--- config.mk ---
export PLATFORM = sky130hd
export DESIGN_NAME = countdown_timer_bcd
export DESIGN_NICKNAME = d
export VERILOG_FILES = /design/src/rtl/countdown_timer_bcd.sv
export SDC_FILE = /design/constraint.sdc
export NUM_CORES = 1
export LEC_CHECK = 0
export ABC_AREA = 1
export CORE_AREA = 2 2 65 67
export DETAILED_ROUTE_END_ITERATION = 16
export DIE_AREA = 0 0 67 69
export PLACE_DENSITY_LB_ADDON = 0.12
export SYNTH_ARGS = -nofsm -noshare
export SYNTH_HDL_FRONTEND = slang
export SYNTH_SLANG_ARGS = --single-unit
--- constraint.sdc ---
create_clock -name clk -period 6.06 [get_ports clk]
set_input_delay 0.606 -clock clk [delete_from_list [all_inputs] [get_ports clk]]
set_output_delay 0.606 -clock clk [all_outputs]
set_load 0.005 [all_outputs]
--- src/rtl/countdown_timer_bcd.sv ---
// MM:SS countdown timer with a BCD digit register set.
// Counts down one second per tick_en while running, flags expiry, and drives
// four BCD digits to the seven-segment driver.
module countdown_timer_bcd #(
    parameter int MAX_MIN  = 99,
    parameter int INIT_MIN = 2,
    parameter int INIT_SEC = 0
) (
    input  logic       clk,
    input  logic       reset,
    input  logic       tick_en,
    input  logic       load,
    input  logic [6:0] preset_min,
    input  logic [5:0] preset_sec,
    input  logic       start,
    input  logic       pause,
    output logic [3:0] min_tens,
    output logic [3:0] min_ones,
    output logic [3:0] sec_tens,
    output logic [3:0] sec_ones,
    output logic       running,
    output logic       done,
    output logic       expired
);

    typedef enum logic [1:0] {
        IDLE   = 2'd0,
        RUN    = 2'd1,
        PAUSED = 2'd2,
        DONE   = 2'd3
    } state_t;

    localparam logic [6:0] MAX_MIN_C = 7'(MAX_MIN);
    localparam logic [3:0] INIT_MT   = 4'(INIT_MIN / 10);
    localparam logic [3:0] INIT_MO   = 4'(INIT_MIN % 10);
    localparam logic [3:0] INIT_ST   = 4'(INIT_SEC / 10);
    localparam logic [3:0] INIT_SO   = 4'(INIT_SEC % 10);

    // Saturate the minutes preset at the largest displayable value.
    function automatic logic [6:0] clamp_min(input logic [6:0] v);
        return (v > MAX_MIN_C) ? MAX_MIN_C : v;
    endfunction

    // Saturate the seconds preset at 59.
    function automatic logic [6:0] clamp_sec(input logic [5:0] v);
        return (v > 6'd59) ? 7'd59 : {1'b0, v};
    endfunction

    // Binary 0..99 to two BCD digits {tens, ones}.
    function automatic logic [7:0] to_bcd(input logic [6:0] v);
        logic [3:0] t;
        logic [3:0] o;
        t = 4'(v / 7'd10);
        o = 4'(v - 7'(t) * 7'd10);
        return {t, o};
    endfunction

    state_t     state_q, state_d;
    logic [3:0] min_tens_q, min_tens_d;
    logic [3:0] min_ones_q, min_ones_d;
    logic [3:0] sec_tens_q, sec_tens_d;
    logic [3:0] sec_ones_q, sec_ones_d;
    logic       running_q, running_d;
    logic       done_q, done_d;
    logic       expired_q, expired_d;

    logic [3:0] dec_mt, dec_mo, dec_st, dec_so;
    logic       dec_zero;
    logic       cur_zero;
    logic [7:0] load_min_bcd, load_sec_bcd;

    // One-second BCD decrement with borrow chain; only used when value != 00:00.
    always_comb begin
        dec_mt = min_tens_q;
        dec_mo = min_ones_q;
        dec_st = sec_tens_q;
        dec_so = sec_ones_q;
        if (sec_ones_q != 4'd0) begin
            dec_so = sec_ones_q - 4'd1;
        end else begin
            dec_so = 4'd9;
            if (sec_tens_q != 4'd0) begin
                dec_st = sec_tens_q - 4'd1;
            end else begin
                dec_st = 4'd5;
                if (min_ones_q != 4'd0) begin
                    dec_mo = min_ones_q - 4'd1;
                end else begin
                    dec_mo = 4'd9;
                    dec_mt = min_tens_q - 4'd1;
                end
            end
        end
        dec_zero = (dec_mt == 4'd0) && (dec_mo == 4'd0) &&
                   (dec_st == 4'd0) && (dec_so == 4'd0);
        cur_zero = (min_tens_q == 4'd0) && (min_ones_q == 4'd0) &&
                   (sec_tens_q == 4'd0) && (sec_ones_q == 4'd0);
        load_min_bcd = to_bcd(clamp_min(preset_min));
        load_sec_bcd = to_bcd(clamp_sec(preset_sec));
    end

    // Next-state and next-output logic; priority load > pause > start > tick_en.
    always_comb begin
        state_d    = state_q;
        min_tens_d = min_tens_q;
        min_ones_d = min_ones_q;
        sec_tens_d = sec_tens_q;
        sec_ones_d = sec_ones_q;

        if (load) begin
            state_d    = IDLE;
            min_tens_d = load_min_bcd[7:4];
            min_ones_d = load_min_bcd[3:0];
            sec_tens_d = load_sec_bcd[7:4];
            sec_ones_d = load_sec_bcd[3:0];
        end else begin
            case (state_q)
                IDLE: begin
                    if (!pause && start && !cur_zero) begin
                        state_d = RUN;
                    end
                end
                RUN: begin
                    if (pause) begin
                        state_d = PAUSED;
                    end else if (tick_en && !cur_zero) begin
                        min_tens_d = dec_mt;
                        min_ones_d = dec_mo;
                        sec_tens_d = dec_st;
                        sec_ones_d = dec_so;
                        if (dec_zero) begin
                            state_d = DONE;
                        end
                    end
                end
                PAUSED: begin
                    if (!pause && start) begin
                        state_d = RUN;
                    end
                end
                DONE: begin
                    state_d    = DONE;
                    min_tens_d = 4'd0;
                    min_ones_d = 4'd0;
                    sec_tens_d = 4'd0;
                    sec_ones_d = 4'd0;
                end
                default: state_d = IDLE;
            endcase
        end

        running_d = (state_d == RUN);
        done_d    = (state_d == DONE);
        expired_d = (state_d == DONE) && (state_q != DONE);
    end

    // State, digit and flag registers with synchronous reset.
    always_ff @(posedge clk) begin
        if (reset) begin
            state_q    <= IDLE;
            min_tens_q <= INIT_MT;
            min_ones_q <= INIT_MO;
            sec_tens_q <= INIT_ST;
            sec_ones_q <= INIT_SO;
            running_q  <= 1'b0;
            done_q     <= 1'b0;
            expired_q  <= 1'b0;
        end else begin
            state_q    <= state_d;
            min_tens_q <= min_tens_d;
            min_ones_q <= min_ones_d;
            sec_tens_q <= sec_tens_d;
            sec_ones_q <= sec_ones_d;
            running_q  <= running_d;
            done_q     <= done_d;
            expired_q  <= expired_d;
        end
    end

    assign min_tens = min_tens_q;
    assign min_ones = min_ones_q;
    assign sec_tens = sec_tens_q;
    assign sec_ones = sec_ones_q;
    assign running  = running_q;
    assign done     = done_q;
    assign expired  = expired_q;

endmodule

# ---- Yosys cells after proc, flatten, opt, wreduce, memory -nomap -nowiden
# Cells that the tools add are included.
dict set report totals {
  inputBits 19
  ff_bits 21
  ramBits 0
  mem_bits_ro 0
  latchBits 0
  out_inout_bits 19
  n_memories 0
  wordCells 88
}
dict set report classes {
  shift 0
  div 2
  magnitude_cmp 2
  bitwise 0
  n_mux 34
  n_eq_ne 8
  n_mul 2
  n_addsub 6
  n_reduce_logical 26
}
# op count
set ops {}
lappend ops {{$mux 4} 21}
lappend ops {{$logic_not 4->1} 8}
lappend ops {{$pmux 4 s2} 4}
lappend ops {{$sub 4x1->4 const B} 4}
lappend ops {{$div 7x4->7 const B} 2}
lappend ops {{$mux 2} 6}
lappend ops {{$reduce_bool 4->1} 3}
lappend ops {{$logic_and 1x1->1} 10}
lappend ops {{$mul 4x3->3 const B} 2}
lappend ops {{$pmux 2 s4} 1}
lappend ops {{$sub 4x4->4} 2}
lappend ops {{$gt 7x7->1 const B} 1}
lappend ops {{$mux 7} 1}
lappend ops {{$eq 2x2->1 const B} 3}
lappend ops {{$gt 6x6->1 const B} 1}
lappend ops {{$mux 6} 1}
lappend ops {{$ne 3x3->1 const B} 2}
lappend ops {{$eq 2x1->1 const B} 2}
lappend ops {{$reduce_and 3->1} 1}
lappend ops {{$reduce_bool 3->1} 1}
lappend ops {{$logic_not 1->1} 2}
lappend ops {{$logic_not 2->1} 1}
lappend ops {{$ne 2x2->1 const B} 1}

# ---- Depth between registers and ports, before layout
dict set report logic_depth {
  ltp_word 15
  ltp_mapped 31
  ltp_nobuf 31
}

# ---- Least setup slack after synthesis
# No wires, ideal clock.
dict set report synth_timing {
  path_kind {input port to flip-flop}
  start {input port preset_min[6]}
  end {register min_ones_q[3] (netlist: min_ones[3])}
  arrival_ps 3942
  setup_time_ps 70
  required_time_ps 5990
  path_slack_ps 2048
  stages 30
  path_buffers 0
  path_cell_list {nand2_1 -> nand2_1 -> inv_1 -> ha_1 -> nor2_1 -> nor2_2 -> o21ai_1 -> inv_1 -> ha_1 -> nor2_1 -> nand2_1 -> nand2_1 -> nand2_1 -> nand2_1 -> nand2_1 -> nand2_1 -> nand3_1 -> inv_1 -> ha_1 -> nand2_1 -> nand3_1 -> nand2_1 -> ha_1 -> inv_1 -> fa_1 -> xor2_1 -> inv_1 -> nand3_1 -> nand3_1 -> a21oi_1}
}
dict set report synth_between {
  elab_chain_len 6
}
# item line
set synth_rtl {}
lappend synth_rtl {{start, declared} 13} ;# input logic [6:0] preset_min,
lappend synth_rtl {{$gt 7x7->1} 41} ;# return (v > MAX_MIN_C) ? MAX_MIN_C : v;
lappend synth_rtl {{$mux 7 (*)} 41}
lappend synth_rtl {{$div 7x4->7} 53} ;# t = 4'(v / 7'd10);
lappend synth_rtl {{$mul 4x3->3} 54} ;# o = 4'(v - 7'(t) * 7'd10);
lappend synth_rtl {{$sub 4x4->4 (*)} 54}
lappend synth_rtl {{$mux 4 (*)} 110} ;# if (load) begin
lappend synth_rtl {{end signal, assigned} 171} ;# min_ones_q <= min_ones_d;
lappend synth_rtl {{end, declared} 60} ;# logic [3:0] min_ones_q, min_ones_d;
# Every way passes the cells marked *; elsewhere a longest branch is shown, timed or not.
# A chain may end at the register's enable or synchronous reset.

# ---- Worst setup path after layout
dict set report layout_timing {
  start {input port preset_min[5]}
  end {register min_ones_q[2] (netlist: min_ones[2])}
}
# Same word-level chain as after synthesis.

==> impl_metrics.yaml <==
hold_path:
  min_path_cells: 2
  min_path_type: "flip-flop to flip-flop"
  holdCritStartpoint: "sec_tens[2]"
  min_to: "sec_tens[2]"
place:
  post_dp_cell_area_um2: 2340
  place_hpwl_mm: 3.71
  post-place-ws_ps: 1090
  place_congestion: 0.838
  io_buffers: 37
synthesis:
  synthFlopType: "dfxtp_1"
  synth_cell_type_count: 38
  syn_area_per_cell_um2: 6.09
  async_flop_share_pct: 0
  yosysSeqAreaShare_pct: 21.6
  synth_enable_flop_cells: 0
  syn_area_um2: 1950
  ys_ff_latch: 21
  synthesis.nets: 349
  syn_inst: 320
  ys_warn_count: 0
critical_path:
  ff2ff_path_depth: 17
  crit_required_ps: 6260
  crit_slowest_cell: "clkdlybuf4s50_1"
  cp_max_fo: 6
  arrival_ps: 4930
  crit_top_cell: "nand2_1"
  r2r_slack_ps: 3460
  crit_type: "input pin to flip-flop"
  cp-end-kind: "flip-flop"
  slowest_delay_ps: 490
  worstReg2RegEnd: "min_ones[2]"
  crit_path_start_kind: "input pin"
  r2r-start: "sec_ones[0]"
final_layout:
  layout.nets: 385
  design_area_um2: 2390
  drive_above_1_share_pct: 6.20
  area.growth.synth_to_final_pct: 22.5
  utilization_pct: 61.0
  diodes: 0
timing:
  period_needed_ps: 4720
  fmax_ghz: 0.212
  finalSetupViolations: 0
  report.final.hold_viol_count: 0
  setup-tns-final_ps: 0
  setup_ws_ps: 1340
  tightest_slew_ps: 893
  slew_violations: 0
  grt_setup_unrepaired: "false"
  finalClockSkew_ps: 3.37
  fin_crit_sh_pct: 78.0
  slew-limit-headroom_pct: 40.3
power:
  peakVddDrop_v: 0.000121
  p_leak_nw: 1.17
  p_per_area_nw_per_um2: 195
clocking:
  clock_sinks: 21
  cts_hold_buf: 0
  cts_tree: "built"
  clkLatencyLatePin_ps: 270
  post_cts_resized: 0
  cts_setup_buffers: 0
  clk_pin_slew_worst_paths_ps: 80
  cts_root_buffer: "clkbuf_8"
  numCtsBuffers: 3
  ctsHtreeMaxLevel: 1
  cts_buffer_depth: 2
routing:
  ant_nets: 0
  viasPerCell: 5.11
  drc: 0
  wl_per_cell_um: 11.6
  vias: 2070
  dr.pass1.iters: 4
  drtIter0Drc: 176
  wirelength_mm: 4.68
global_routing:
  globalRoute.totalOverflow: 0
  gr-usage-all-layers_pct: 21.4
  grt_max_degree: 17
  first_global_vias: 1813
  antenna_found_initial: 0
  grt_pass1_wl_mm: 7.94
floorplan:
  die-height_um: 69
  core_um2: 3910
  rows: 23
  start_util_pct: 49.8
  die_w_um: 67
  io_pins: 38
  dieArea_um2: 4620
flow_run:
  maxCapViolCount: 0
outcome:
  outcome: "complete, no violations"
==> state kept, by name (all words and copies together), names as in the netlist <==
signal / flops
min_ones: 4
running: 1
state_q: 2
sec_tens: 4
min_tens: 4
expired: 1
sec_ones: 4
done: 1
==> area by class of cell <==
class | instances | area (um2)
Timing Repair Buffer | 37 | 370
Clock buffer | 3 | 41.3
Clock inverter | 1 | 5.00
Tap cell | 50 | 62.6
Sequential cell | 21 | 420
Multi-Input combinational cell | 236 | 1270
Inverter | 57 | 219
Fill cell | 384 | 1530
==> power breakdown <==
group          internal, mW  leakage (nW)  switching, mW  total, mW
sequential            0.149         0.173         0.0134      0.162
combinational        0.0864         0.975          0.118      0.204
clock                0.0461        0.0255         0.0522     0.0983
total                 0.281          1.17          0.184      0.465
==> synth_stat cells, types with 4 or more instances <==
library cell	count	share of area, %
nand2_1	79	15
inv_1	54	10
nor2_1	35	6.7
o21ai_0	23	5.9
dfxtp_1	21	22
nand3_1	20	5.1
a21oi_1	14	3.6
o21ai_1	9	2.3
ha_1	8	5.1
nor3_1	8	2.1
xor2_1	6	2.7
clkbuf_1	4	0.77
nand4_1	4	1.3
==> metrics by stage <==
step                hold WS [ps]  instances  total power, mW
floorplan                    500        320            0.305
global placement             514        401            0.364
detailed placement           522        401            0.369
CTS                          535        405            0.465
global route                 573        405            0.501
finish                       536        405            0.465
==> how the worst max path moves through the flow <==
stage / startpoint / endpoint / cells after the start
2_1_floorplan: preset_min[6] / min_ones[3] / 30
3_3_place_gp: preset_min[5] / min_ones[3] / 31
3_5_place_dp: preset_min[5] / min_ones[2] / 30
4_1_cts: preset_min[5] / min_ones[2] / 30
5_1_grt: preset_min[5] / min_ones[2] / 30
6_report: preset_min[5] / min_ones[2] / 30
==> placed cells by master (no fill, tap or decap), types with 2 or more instances in the layout <==
| cell | n |
|---|---|
| nand2_1 | 79 |
| fa_1 | 2 |
| ha_1 | 8 |
| xor2_1 | 6 |
| nor2_4 | 3 |
| a21oi_1 | 14 |
| inv_1 | 54 |
| clkbuf_8 | 3 |
| nand2_4 | 2 |
| nand2_2 | 3 |
| o21ai_0 | 23 |
| inv_2 | 2 |
| nand3_1 | 20 |
| xnor2_1 | 2 |
| o21ai_1 | 9 |
| nor2_1 | 35 |
| nand4_1 | 4 |
| nor3_1 | 8 |
| o22ai_1 | 3 |
| dfxtp_1 | 21 |
| clkdlybuf4s50_1 | 37 |
==> worst max-delay path: cells and delay by family <==
kind | cells | cell delay, ps
buffers and inverters | 5 | 800
AO/OA/AOI/OAI | 4 | 650
adder cells (fa/ha/maj) | 5 | 1200
AND/OR/NAND/NOR | 16 | 1660
==> metal layers <==
metal	wire length [um]	GRT usage [%]	up-vias
li1	-	-	1093
met1	2210	28.7	928
met2	2270	35.9	44
met3	171	3.92	5
met4	38	3.63	0
met5	0	0	-
==> kinds of logic (layout without fill, tap and decap cells) <==
group / Yosys count / in the layout / synth area share [%]
adders and majority gates: 10 / 10 / 7.19
DFF: 21 / 21 / 21.6
xor gates and xnor gates: 8 / 8 / 3.59
muxes: 1 / 1 / 0.513
buffers and inverters: 63 / 98 / 13.3
AOI/OAI and AO/OA: 58 / 58 / 16.6
and+or+nand+nor: 159 / 159 / 37.2
Power figures use the tool's default switching activity.
